File: src/rtl/oflow_feature_mem_ctrl.sv
// Pairs incoming feature vectors into dual-port memory writes and serves single-row reads on port 0.
// Writes own port 0 in the cycle they are issued; reads are deferred by dropping rd_ready.
module oflow_feature_mem_ctrl #(
  parameter int DATA_WIDTH_MEM = 290,
  parameter int ADDR_WIDTH     = 8,
  parameter int RAM_DEPTH      = 1 << ADDR_WIDTH
) (
  input  logic                      clk,
  input  logic                      reset,
  input  logic                      clear,
  input  logic                      wr_valid,
  input  logic [DATA_WIDTH_MEM-1:0] wr_data,
  output logic                      wr_ready,
  input  logic                      wr_flush,
  input  logic                      rd_req,
  input  logic [ADDR_WIDTH-1:0]     rd_addr,
  output logic                      rd_ready,
  output logic                      rd_valid,
  output logic [DATA_WIDTH_MEM-1:0] rd_data,
  output logic                      rd_err,
  output logic [ADDR_WIDTH:0]       count,
  output logic [ADDR_WIDTH-1:0]     address_0,
  output logic [ADDR_WIDTH-1:0]     address_1,
  output logic [DATA_WIDTH_MEM-1:0] data_in_0,
  output logic [DATA_WIDTH_MEM-1:0] data_in_1,
  output logic                      csb_0,
  output logic                      csb_1,
  output logic                      web_0,
  output logic                      web_1,
  output logic                      oeb_0,
  output logic                      oeb_1,
  input  logic [DATA_WIDTH_MEM-1:0] data_out_0
);

  typedef enum logic {EMPTY, HOLD} state_t;

  localparam logic [ADDR_WIDTH+1:0] DEPTH = (ADDR_WIDTH+2)'(RAM_DEPTH);

  state_t                    state;
  logic [DATA_WIDTH_MEM-1:0] hold;
  logic                      rd_busy;
  logic                      rd_pend_err;
  logic [ADDR_WIDTH-1:0]     wr_ptr;
  logic [ADDR_WIDTH+1:0]     fill;
  logic                      accept;
  logic                      pair_fire;
  logic                      flush_fire;
  logic                      write_issue_next;
  logic                      rd_accept;
  logic                      rd_in_range;

  assign wr_ptr           = count[ADDR_WIDTH-1:0];
  assign fill             = {1'b0, count} + {{(ADDR_WIDTH+1){1'b0}}, state == HOLD};
  assign wr_ready         = !reset && !clear && (fill < DEPTH);
  assign accept           = wr_valid && wr_ready;
  assign pair_fire        = (state == HOLD) && accept;
  assign flush_fire       = (state == HOLD) && wr_flush && !accept && !clear;
  assign write_issue_next = pair_fire || flush_fire;
  assign rd_ready         = !reset && !rd_busy && !write_issue_next;
  assign rd_accept        = rd_req && rd_ready;
  assign rd_in_range      = {1'b0, rd_addr} < count;
  // Memory data arrives the cycle rd_valid is high, so the response is steered rather than registered.
  assign rd_data          = (rd_valid && !rd_err) ? data_out_0 : '0;

  always_ff @(posedge clk or posedge reset) begin
    if (reset) begin
      state       <= EMPTY;
      hold        <= '0;
      count       <= '0;
      rd_busy     <= 1'b0;
      rd_pend_err <= 1'b0;
      rd_valid    <= 1'b0;
      rd_err      <= 1'b0;
      address_0   <= '0;
      address_1   <= '0;
      data_in_0   <= '0;
      data_in_1   <= '0;
      csb_0       <= 1'b1;
      csb_1       <= 1'b1;
      web_0       <= 1'b1;
      web_1       <= 1'b1;
      oeb_0       <= 1'b1;
      oeb_1       <= 1'b1;
    end else begin
      csb_0       <= 1'b1;
      csb_1       <= 1'b1;
      web_0       <= 1'b1;
      web_1       <= 1'b1;
      oeb_0       <= 1'b1;
      oeb_1       <= 1'b1;
      rd_busy     <= rd_accept;
      rd_pend_err <= rd_accept && !rd_in_range;
      rd_valid    <= rd_busy;
      rd_err      <= rd_busy && rd_pend_err;

      if (clear) begin
        count <= '0;
        state <= EMPTY;
      end else if (pair_fire) begin
        address_0 <= wr_ptr;
        address_1 <= wr_ptr + ADDR_WIDTH'(1);
        data_in_0 <= hold;
        data_in_1 <= wr_data;
        csb_0     <= 1'b0;
        web_0     <= 1'b0;
        csb_1     <= 1'b0;
        web_1     <= 1'b0;
        count     <= count + (ADDR_WIDTH+1)'(2);
        state     <= EMPTY;
      end else if (flush_fire) begin
        address_0 <= wr_ptr;
        address_1 <= wr_ptr + ADDR_WIDTH'(1);
        data_in_0 <= hold;
        csb_0     <= 1'b0;
        web_0     <= 1'b0;
        count     <= count + (ADDR_WIDTH+1)'(1);
        state     <= EMPTY;
      end else if (accept) begin
        hold  <= wr_data;
        state <= HOLD;
      end

      if (rd_accept && rd_in_range) begin
        address_0 <= rd_addr;
        address_1 <= rd_addr + ADDR_WIDTH'(1);
        csb_0     <= 1'b0;
        oeb_0     <= 1'b0;
      end
    end
  end

endmodule

File: config.mk
export PLATFORM = sky130hd
export DESIGN_NAME = oflow_feature_mem_ctrl
export DESIGN_NICKNAME = d
export VERILOG_FILES = /design/src/rtl/oflow_feature_mem_ctrl.sv
export SDC_FILE = /design/constraint.sdc
export NUM_CORES = 2
export LEC_CHECK = 0
export CORE_AREA = 4 4 581 583
export CTS_CLUSTER_SIZE = 20
export DETAILED_ROUTE_END_ITERATION = 8
export DIE_AREA = 0 0 585 587
export PLACE_DENSITY = 0.39
export SLEW_MARGIN = 20
export SYNTH_ARGS = -nofsm -noshare
export SYNTH_HDL_FRONTEND = slang
export SYNTH_SLANG_ARGS = --single-unit
File: constraint.sdc
create_clock -name clk -period 46.4 [get_ports clk]
set_input_delay 13.92 -clock clk [delete_from_list [all_inputs] [get_ports clk]]
set_output_delay 13.92 -clock clk [all_outputs]
set_load 0.03 [all_outputs]
==> summary.md <==
In this run, the number of DRC markers left after iteration 0 of detailed routing was 1760. The row count was 212. TritonCTS built the clock tree. Across every metal layer, demand over resource in global routing totals 14.89%.

At the worst endpoint, the arrival time is 16.46 ns. The number of nets in the synthesized netlist is 4215. The area of the core was 332600 um2; the via density per instance was 3.334.

The post-detailed-placement half-perimeter wirelength was 219800 um; the die span in y was 587 um. After synthesis, the cell types taking the most area are dfrtp_1, nand2_1, mux2_2. In this run the tightest slew margin relative to its limit is 24.42%. For this block, the routed nets add up to 265600 um of wire. The synthesized netlist occupies a cell area of 36620 um2. By count the netlist is led by nand2_1, dfrtp_1, and2_1, mux2_2, clkbuf_1. The logs give 61.78% for the portion of the post-synthesis area used by sequential elements and 0 ns for the setup TNS after final layout.

The via count of the first global-routing pass came out at 33018. Max-cap violations in this run came to 0. At the end of routability-driven placement, the weighted congestion stood at 0.8610. Compared with the post-synthesis result, the final layout area differs by 65.68%. Dividing the detail-routed wire length by the instance count gives 27.62 um. The initial utilization of the core area, before any placement, comes to 11.01%. Max-slew violation count: 0.

The most numerous cell in the Yosys netlist is nand2_1. Counting distinct cell types in the post-synthesis netlist gives 52. At the pin with the least slew margin, the transition time is 1.130 ns. The worst path uses 65.48% of the clock period. The share of layout cells above drive strength 1 was 10.37%; the total DRC errors in the routed layout was 0.

Walking the worst path, the cells encountered are clkdlybuf4s50_1 -> inv_1 -> nand3_1 -> o211ai_4 -> nor3_1 -> clkdlybuf4s50_1. Counting stages on the worst path, the most repeated cell is clkdlybuf4s50_1. The area share of the largest cell type after synthesis is 61.49%. Maximum clock frequency: 32.91 MHz. The worst setup path is captured at an output pin. The synthesized design contains 0 enable-type register cells. After layout, the minimum clock period comes to 30.38 ns. In this run, post-CTS hold repair placed 0 buffers. The tools report the worst-case vdd ir drop as 0.03507 mV.

The die covers 343400 um2. Overall power of the completed layout: 3.044 mW. The total of cells resized after clock tree synthesis is 0. The slowest stage of the critical path is the clkdlybuf4s50_1 cell.

The data required time at the worst endpoint was 32.48 ns; the register bit total from synthesis was 904. The tools report the global-route congestion overflow total as 0. The number of setup buffers added after CTS is 0.

The run gives 0 as the final number of hold-violating endpoints. The largest single stage delay on the critical path is 0.84 ns. Counting along the longest clock path gives a buffer depth of 4. Yosys printed 0 warnings.

The number of nets in the final layout was 5669; the static power due to leakage was 26.89 nW. For the number of placed I/O pins, the log shows 1499. The later pin in the worst-skew pair is clocked with a latency of 0.87 ns. Across the routed clock network, the largest skew measured is 0.09492 ns.

Power spread over the standard cell area amounts to 50.17 nW/um2. CTS built an H-tree with a depth of 3. The per-instance average area after synthesis was 10.14 um2. The length of the first detailed-routing pass in iterations is 6, and the final setup violation count is 0. For the clock buffer count from CTS, the log shows 117. Synthesis produced a netlist whose cell count is 3611. The floorplan step set the die width to 585 um. The worst setup path is launched from an input port.

Grouping stages by cell kind, the critical path spends the most delay in buffers and inverters. The first global-routing pass estimated 341300 um of wire. The number of antenna violations at the first check in global routing is 174. In this run the worst path has a maximum fanout of 13.

The detail route stage leaves a number of antenna-violating nets equal to 0. Across all layers, the routed design uses 32059 vias. Including well taps, the total number of placed cells is 9332. The run gives 142 as the largest net degree at the start of global routing. Clock-pin slew was measured on the worst setup and hold paths at 0.06 ns. Clock tree synthesis selected as its root buffer the cell clkbuf_16.

The path class of the tightest hold or removal check is register to register. The run finished with clean final reports. The count of buffers inserted at the top-level ports works out to 1497. Of all flip-flops after synthesis, the portion carrying an async set or reset was 100.0%. Biggest area consumer among synthesized cells: dfrtp_1. For the clock sink count, the log shows 904.

The number of buffers and inverters on the critical path is 3. Setup repair after global routing left no endpoint under its margin. By startpoint and endpoint, the worst setup path is classified as input port to output pin. For this run, the leading register cell type out of synthesis is dfrtp_1. The finished layout holds 9617 standard cells, fillers aside.
==> worst reg2reg max path, stage by stage (launching register included) <==
cell     delay, ns
dfrtp_1       0.62
nand3_1       0.22
or3_4         0.47
mux2_4        0.25
nor2_4        0.06
nand2_4       0.05
buf_4         0.36
buf_16        0.35
buf_4         0.68
buf_4         0.88
mux2_2        0.53
==> layout by cell type (no fill, tap or decap), drive strengths merged, types with 2 or more instances in the layout <==
| master | count |
|---|---|
| nand2 | 1770 |
| clkdlybuf4s50 | 1496 |
| dfrtp | 900 |
| and2 | 294 |
| mux2 | 293 |
| clkbuf | 180 |
| diode | 69 |
| buf | 44 |
| clkinv | 19 |
| inv | 19 |
| nor2 | 18 |
| nand3 | 13 |
| o21ai | 13 |
| ha | 10 |
| a21oi | 8 |
| xnor2 | 7 |
| a31oi | 7 |
| clkinvlp | 7 |
| and3 | 6 |
| xor2 | 5 |
| nor3 | 5 |
| bufinv | 4 |
| dfstp | 4 |
| nor2b | 4 |
| o211ai | 4 |
| o31ai | 3 |
| a221oi | 3 |
| a211oi | 2 |
| nand2b | 2 |
| or4 | 2 |
| o2111ai | 2 |
| or3 | 2 |
==> final timing paths <==
path,from,end,slack (ns),cells after the start
worst max-delay path,clear,rd_ready,16.02,6
worst max register to register,count[2],hold[162],41.76,10
max in group asynchronous,reset,hold[76],28.62,8
worst min register to register,hold[74],data_in_0[74],0.43,2
min in group asynchronous,reset,data_in_1[1],13.59,3
worst min-delay path,hold[74],data_in_0[74],0.43,2
==> metrics by stage <==
stage	hold WS [ns]	cell area (um2)	utilization [%]	worst slack (ns)
floorplan	0.3886	36620	-	7.054
global placement	0.4471	56630	17.02	15.87
detailed placement	0.4405	56630	17.02	15.94
CTS	0.3984	60470	18.18	15.95
global route	0.4282	60580	18.21	15.86
finish	0.4253	60680	18.24	16.02
==> power by group <==
group	internal, mW	switching [mW]	leakage, nW
combinational	0.406	0.621	13.7
clock	0.538	0.378	1.88
sequential	0.987	0.114	11.3
total	1.93	1.11	26.9
==> routing by layer <==
metal	share of wire, %	track usage (%)	wire (um)	up-vias
met2	50	26.51	132800	1339
met3	10	6.225	26780	458
li1	-	-	-	14291
met1	36	15.66	94760	15843
met4	3.9	5.110	10410	128
met5	0.31	0	822	-
==> cells by family after synthesis <==
group | Yosys count | share of synthesized area, %
AND/OR/NAND/NOR | 2122 | 24.04
flip-flops | 904 | 61.78
multiplexers | 294 | 10.07
buffers and inverters | 219 | 2.583
AO/OA/AOI/OAI | 49 | 0.8849
XOR/XNOR | 12 | 0.2870
adder cells (fa/ha/maj) | 10 | 0.3416
other | 1 | 0.01024
==> layout make-up <==
class | count | area, um2
multi-input combinational | 2488 | 13090
fill | 37070 | 272000
tap | 4387 | 5489
timing repair buffer | 1540 | 15380
clock buffer | 180 | 3486
antenna | 69 | 172.7
inverter | 14 | 75.07
sequential | 904 | 22630
clock inverter | 35 | 359.1
==> state kept, by name (all words and copies together) (netlist names), 8 cells and up <==
| register | cells |
|---|---|
| data_in_1 | 290 |
| address_1 | 8 |
| data_in_0 | 290 |
| count | 9 |
| address_0 | 8 |
| hold | 290 |
(Power assumes the default switching activity.)
==> patch (same flow settings) <==
Register the output `count` once more, without a reset; this adds one clock of latency there. The other outputs are not delayed to match.
--- a/src/rtl/oflow_feature_mem_ctrl.sv
+++ b/src/rtl/oflow_feature_mem_ctrl.sv
@@ -36,6 +36,8 @@
 
   localparam logic [ADDR_WIDTH+1:0] DEPTH = (ADDR_WIDTH+2)'(RAM_DEPTH);
 
+  logic [ADDR_WIDTH:0] count_s0;
+
   state_t                    state;
   logic [DATA_WIDTH_MEM-1:0] hold;
   logic                      rd_busy;
@@ -49,8 +51,8 @@
   logic                      rd_accept;
   logic                      rd_in_range;
 
-  assign wr_ptr           = count[ADDR_WIDTH-1:0];
-  assign fill             = {1'b0, count} + {{(ADDR_WIDTH+1){1'b0}}, state == HOLD};
+  assign wr_ptr           = count_s0[ADDR_WIDTH-1:0];
+  assign fill             = {1'b0, count_s0} + {{(ADDR_WIDTH+1){1'b0}}, state == HOLD};
   assign wr_ready         = !reset && !clear && (fill < DEPTH);
   assign accept           = wr_valid && wr_ready;
   assign pair_fire        = (state == HOLD) && accept;
@@ -58,7 +60,7 @@
   assign write_issue_next = pair_fire || flush_fire;
   assign rd_ready         = !reset && !rd_busy && !write_issue_next;
   assign rd_accept        = rd_req && rd_ready;
-  assign rd_in_range      = {1'b0, rd_addr} < count;
+  assign rd_in_range      = {1'b0, rd_addr} < count_s0;
   // Memory data arrives the cycle rd_valid is high, so the response is steered rather than registered.
   assign rd_data          = (rd_valid && !rd_err) ? data_out_0 : '0;
 
@@ -66,7 +68,7 @@
     if (reset) begin
       state       <= EMPTY;
       hold        <= '0;
-      count       <= '0;
+      count_s0    <= '0;
       rd_busy     <= 1'b0;
       rd_pend_err <= 1'b0;
       rd_valid    <= 1'b0;
@@ -94,7 +96,7 @@
       rd_err      <= rd_busy && rd_pend_err;
 
       if (clear) begin
-        count <= '0;
+        count_s0 <= '0;
         state <= EMPTY;
       end else if (pair_fire) begin
         address_0 <= wr_ptr;
@@ -105,7 +107,7 @@
         web_0     <= 1'b0;
         csb_1     <= 1'b0;
         web_1     <= 1'b0;
-        count     <= count + (ADDR_WIDTH+1)'(2);
+        count_s0  <= count_s0 + (ADDR_WIDTH+1)'(2);
         state     <= EMPTY;
       end else if (flush_fire) begin
         address_0 <= wr_ptr;
@@ -113,7 +115,7 @@
         data_in_0 <= hold;
         csb_0     <= 1'b0;
         web_0     <= 1'b0;
-        count     <= count + (ADDR_WIDTH+1)'(1);
+        count_s0  <= count_s0 + (ADDR_WIDTH+1)'(1);
         state     <= EMPTY;
       end else if (accept) begin
         hold  <= wr_data;
@@ -129,5 +131,9 @@
     end
   end
 
+  always_ff @(posedge clk) begin
+    count <= count_s0;
+  end
+
 endmodule
 
Function: not settled (the Yosys comparison gave no result); the edit may change what the design does.
==> patch against the original RTL <==
Worst setup slack got worse by 1.8 ns; first-iteration DRC count shrank 3.2%; routed wire length grew 3.9%; synthesized area decreased by 0.54%; sequential cell count is 9 higher; cell area is 0.50% lower; power fell by 0.40%; highest routed layer unchanged.
==> patch: results (changes against the original RTL) <==
| Metric | Value |
|---|---|
| Status | `completed` |
| Worst Path Max Fanout | `83 (+70)` |
| Share of layout cells above drive strength 1 | `10.5% (+0.11 points)` |
| Path depth of the worst reg2reg path | `16 (+6)` |
| First-pass GRT wire length | `352,000 um (+3.1%)` |
| Fin nets | `5,671 (+0.035%)` |
| Vias in the first global route | `33,000 (+0.012%)` |
| Initial antenna violation count | `187 (+7.5%)` |
| Share of the yosys chip area belonging to registers | `62.6% (+0.83 points)` |
| Worst R2R Setup Slack | `40.47 ns (-1.29 ns)` |
| Count of unique library cells instantiated by Yosys | `46 (-12%)` |
| RD Place Congestion | `0.931 (+8.2%)` |
| Place WS | `13.97 ns (-1.97 ns)` |
| Worst Max-Slew Pin Slew | `1.19 ns (+0.0628 ns)` |
| Largest regs | `data_in_0: 290 flops, data_in_1: 290 flops, hold: 290 flops` |
| Reg-to-reg startpoint | `count_s0[2]` |
| Mean Syn Cell Area | `10.1 um^2 (-0.49%)` |
| Clk_skew | `0.0316 ns (-0.0633 ns)` |
| Hold path depth | `2 (unchanged)` |
| Fill count | `37,000 (-0.12%)` |
| CTS buffer count | `117 (unchanged)` |
| R2R Path End | `address_1[6]` |
| Root Buffer | `clkbuf_16` |
| Detailed Routing Iterations Pass 1 | `5 (-1)` |
| Top FF cell, synth | `dfrtp_1` |
| Clock tree buffer depth | `4 (unchanged)` |
| DRT iter0 DRCs | `1,703 (-3.2%)` |
| HP Class | `reg -> reg` |
| H-tree Lvls | `3 (unchanged)` |
| GRT Overall Usage | `15.5% (+0.61 points)` |
| Worst hold start | `hold[266]` |
| Routed vias/inst | `3.36 (+0.88%)` |
| Clock-pin slew on the worst setup and hold paths | `0.07 ns` |
| Gates resized, CTS repair | `0 (unchanged)` |
| Grt ovf | `0 (unchanged)` |
| Post-synth ARST share | `99.0% (-0.99 points)` |
| Max VDD drop | `0.0299 mV (-15%)` |
| Largest net degree at the start of global routing | `195 (+37%)` |
| DR WL/cell | `28.8 um (+4.2%)` |
| Clock latency on the worst-skew pair | `0.83 ns (-0.04 ns)` |
| Most instantiated cells after synthesis | `1,762 x nand2_1, 900 x dfrtp_1, 298 x mux2_2` |
| Hold Path End | `data_in_0[266]` |
| Leak | `26.5 nW (-1.3%)` |
| Dpl hpwl | `227,000 um (+3.3%)` |
| PortBufs | `1,497 (unchanged)` |
| CP Data Arrival Time | `18.29 ns (+1.83 ns)` |
| Syn_nets | `4,213 (-0.047%)` |
| Synth top area share | `61.8% (+0.34 points)` |
| WHS | `0.455 ns (+0.0302 ns)` |
| Post-placement cell area | `0.0564 mm^2 (-0.34%)` |
| Placed Instances | `9,334 (+0.021%)` |
| Finished Layout Cells | `9,583 (-0.35%)` |
| Ys Warns | `0 (unchanged)` |
| Area contributors post-synth | `dfrtp_1 62%, nand2_1 18%, mux2_2 9.2%, and2_1 5.0%, clkbuf_1 1.5%` |
[patch: report_power, final]
group	leakage, nW	switching [mW]	internal [mW]
logic	13.3	0.617	0.385
registers	11.4	0.110	0.989
clock network	1.89	0.390	0.541
[patch: final cells by class]
| type | count | area (um^2) | area share (%) |
|---|---|---|---|
| sequential | 913 | 22800 | 37.8 |
| timing repair buffer | 1543 | 15400 | 25.5 |
| multi-input combinational | 2478 | 12700 | 21.1 |
| tap | 4387 | 5490 | 9.09 |
| clock buffer | 171 | 3320 | 5.50 |
| clock inverter | 43 | 507 | 0.839 |
| antenna | 34 | 85.1 | 0.141 |
| inverter | 14 | 71.3 | 0.118 |
[patch: cells by family (layout without fill, tap and decap cells)]
group	count (synthesis)	in the layout	synth area share, %
AO/OA/AOI/OAI	32	32	0.639
other	1	35	0.0103
buffers and inverters	218	1771	2.56
multiplexers	303	303	9.35
XOR/XNOR	15	15	0.361
AND/OR/NAND/NOR	2117	2117	24.1
adder cells (fa/ha/maj)	10	10	0.344
flip-flops	913	913	62.6
[patch: worst max path at each step]
| stage | startpoint | to | slack, ns |
|---|---|---|---|
| after floorplan | reset | rd_ready | 2.54 |
| after global placement | reset | rd_ready | 13.96 |
| after detailed placement | reset | rd_ready | 13.97 |
| after CTS | reset | rd_ready | 13.95 |
| after global routing | reset | rd_ready | 13.82 |
| final | reset | rd_ready | 14.19 |
[patch: per-layer routing]
metal  track usage [%]  vias to the layer above  part of all wire (%)
li1                  -                    14300                     -
met2              29.2                     1423                    53
met3              6.39                      447                    10
met5                 0                        -                  0.28
met4              5.00                      120                   3.9
met1              15.1                    16000                    33
[patch: worst max-delay path, cell delays in order]
cell             delay (ns)
clkdlybuf4s50_1        0.80
clkinvlp_4             0.62
nand4_1                0.36
nor3_4                 0.08
buf_4                  0.35
inv_8                  0.55
nand2_8                0.37
nor3_1                 0.34
clkdlybuf4s50_1        0.75
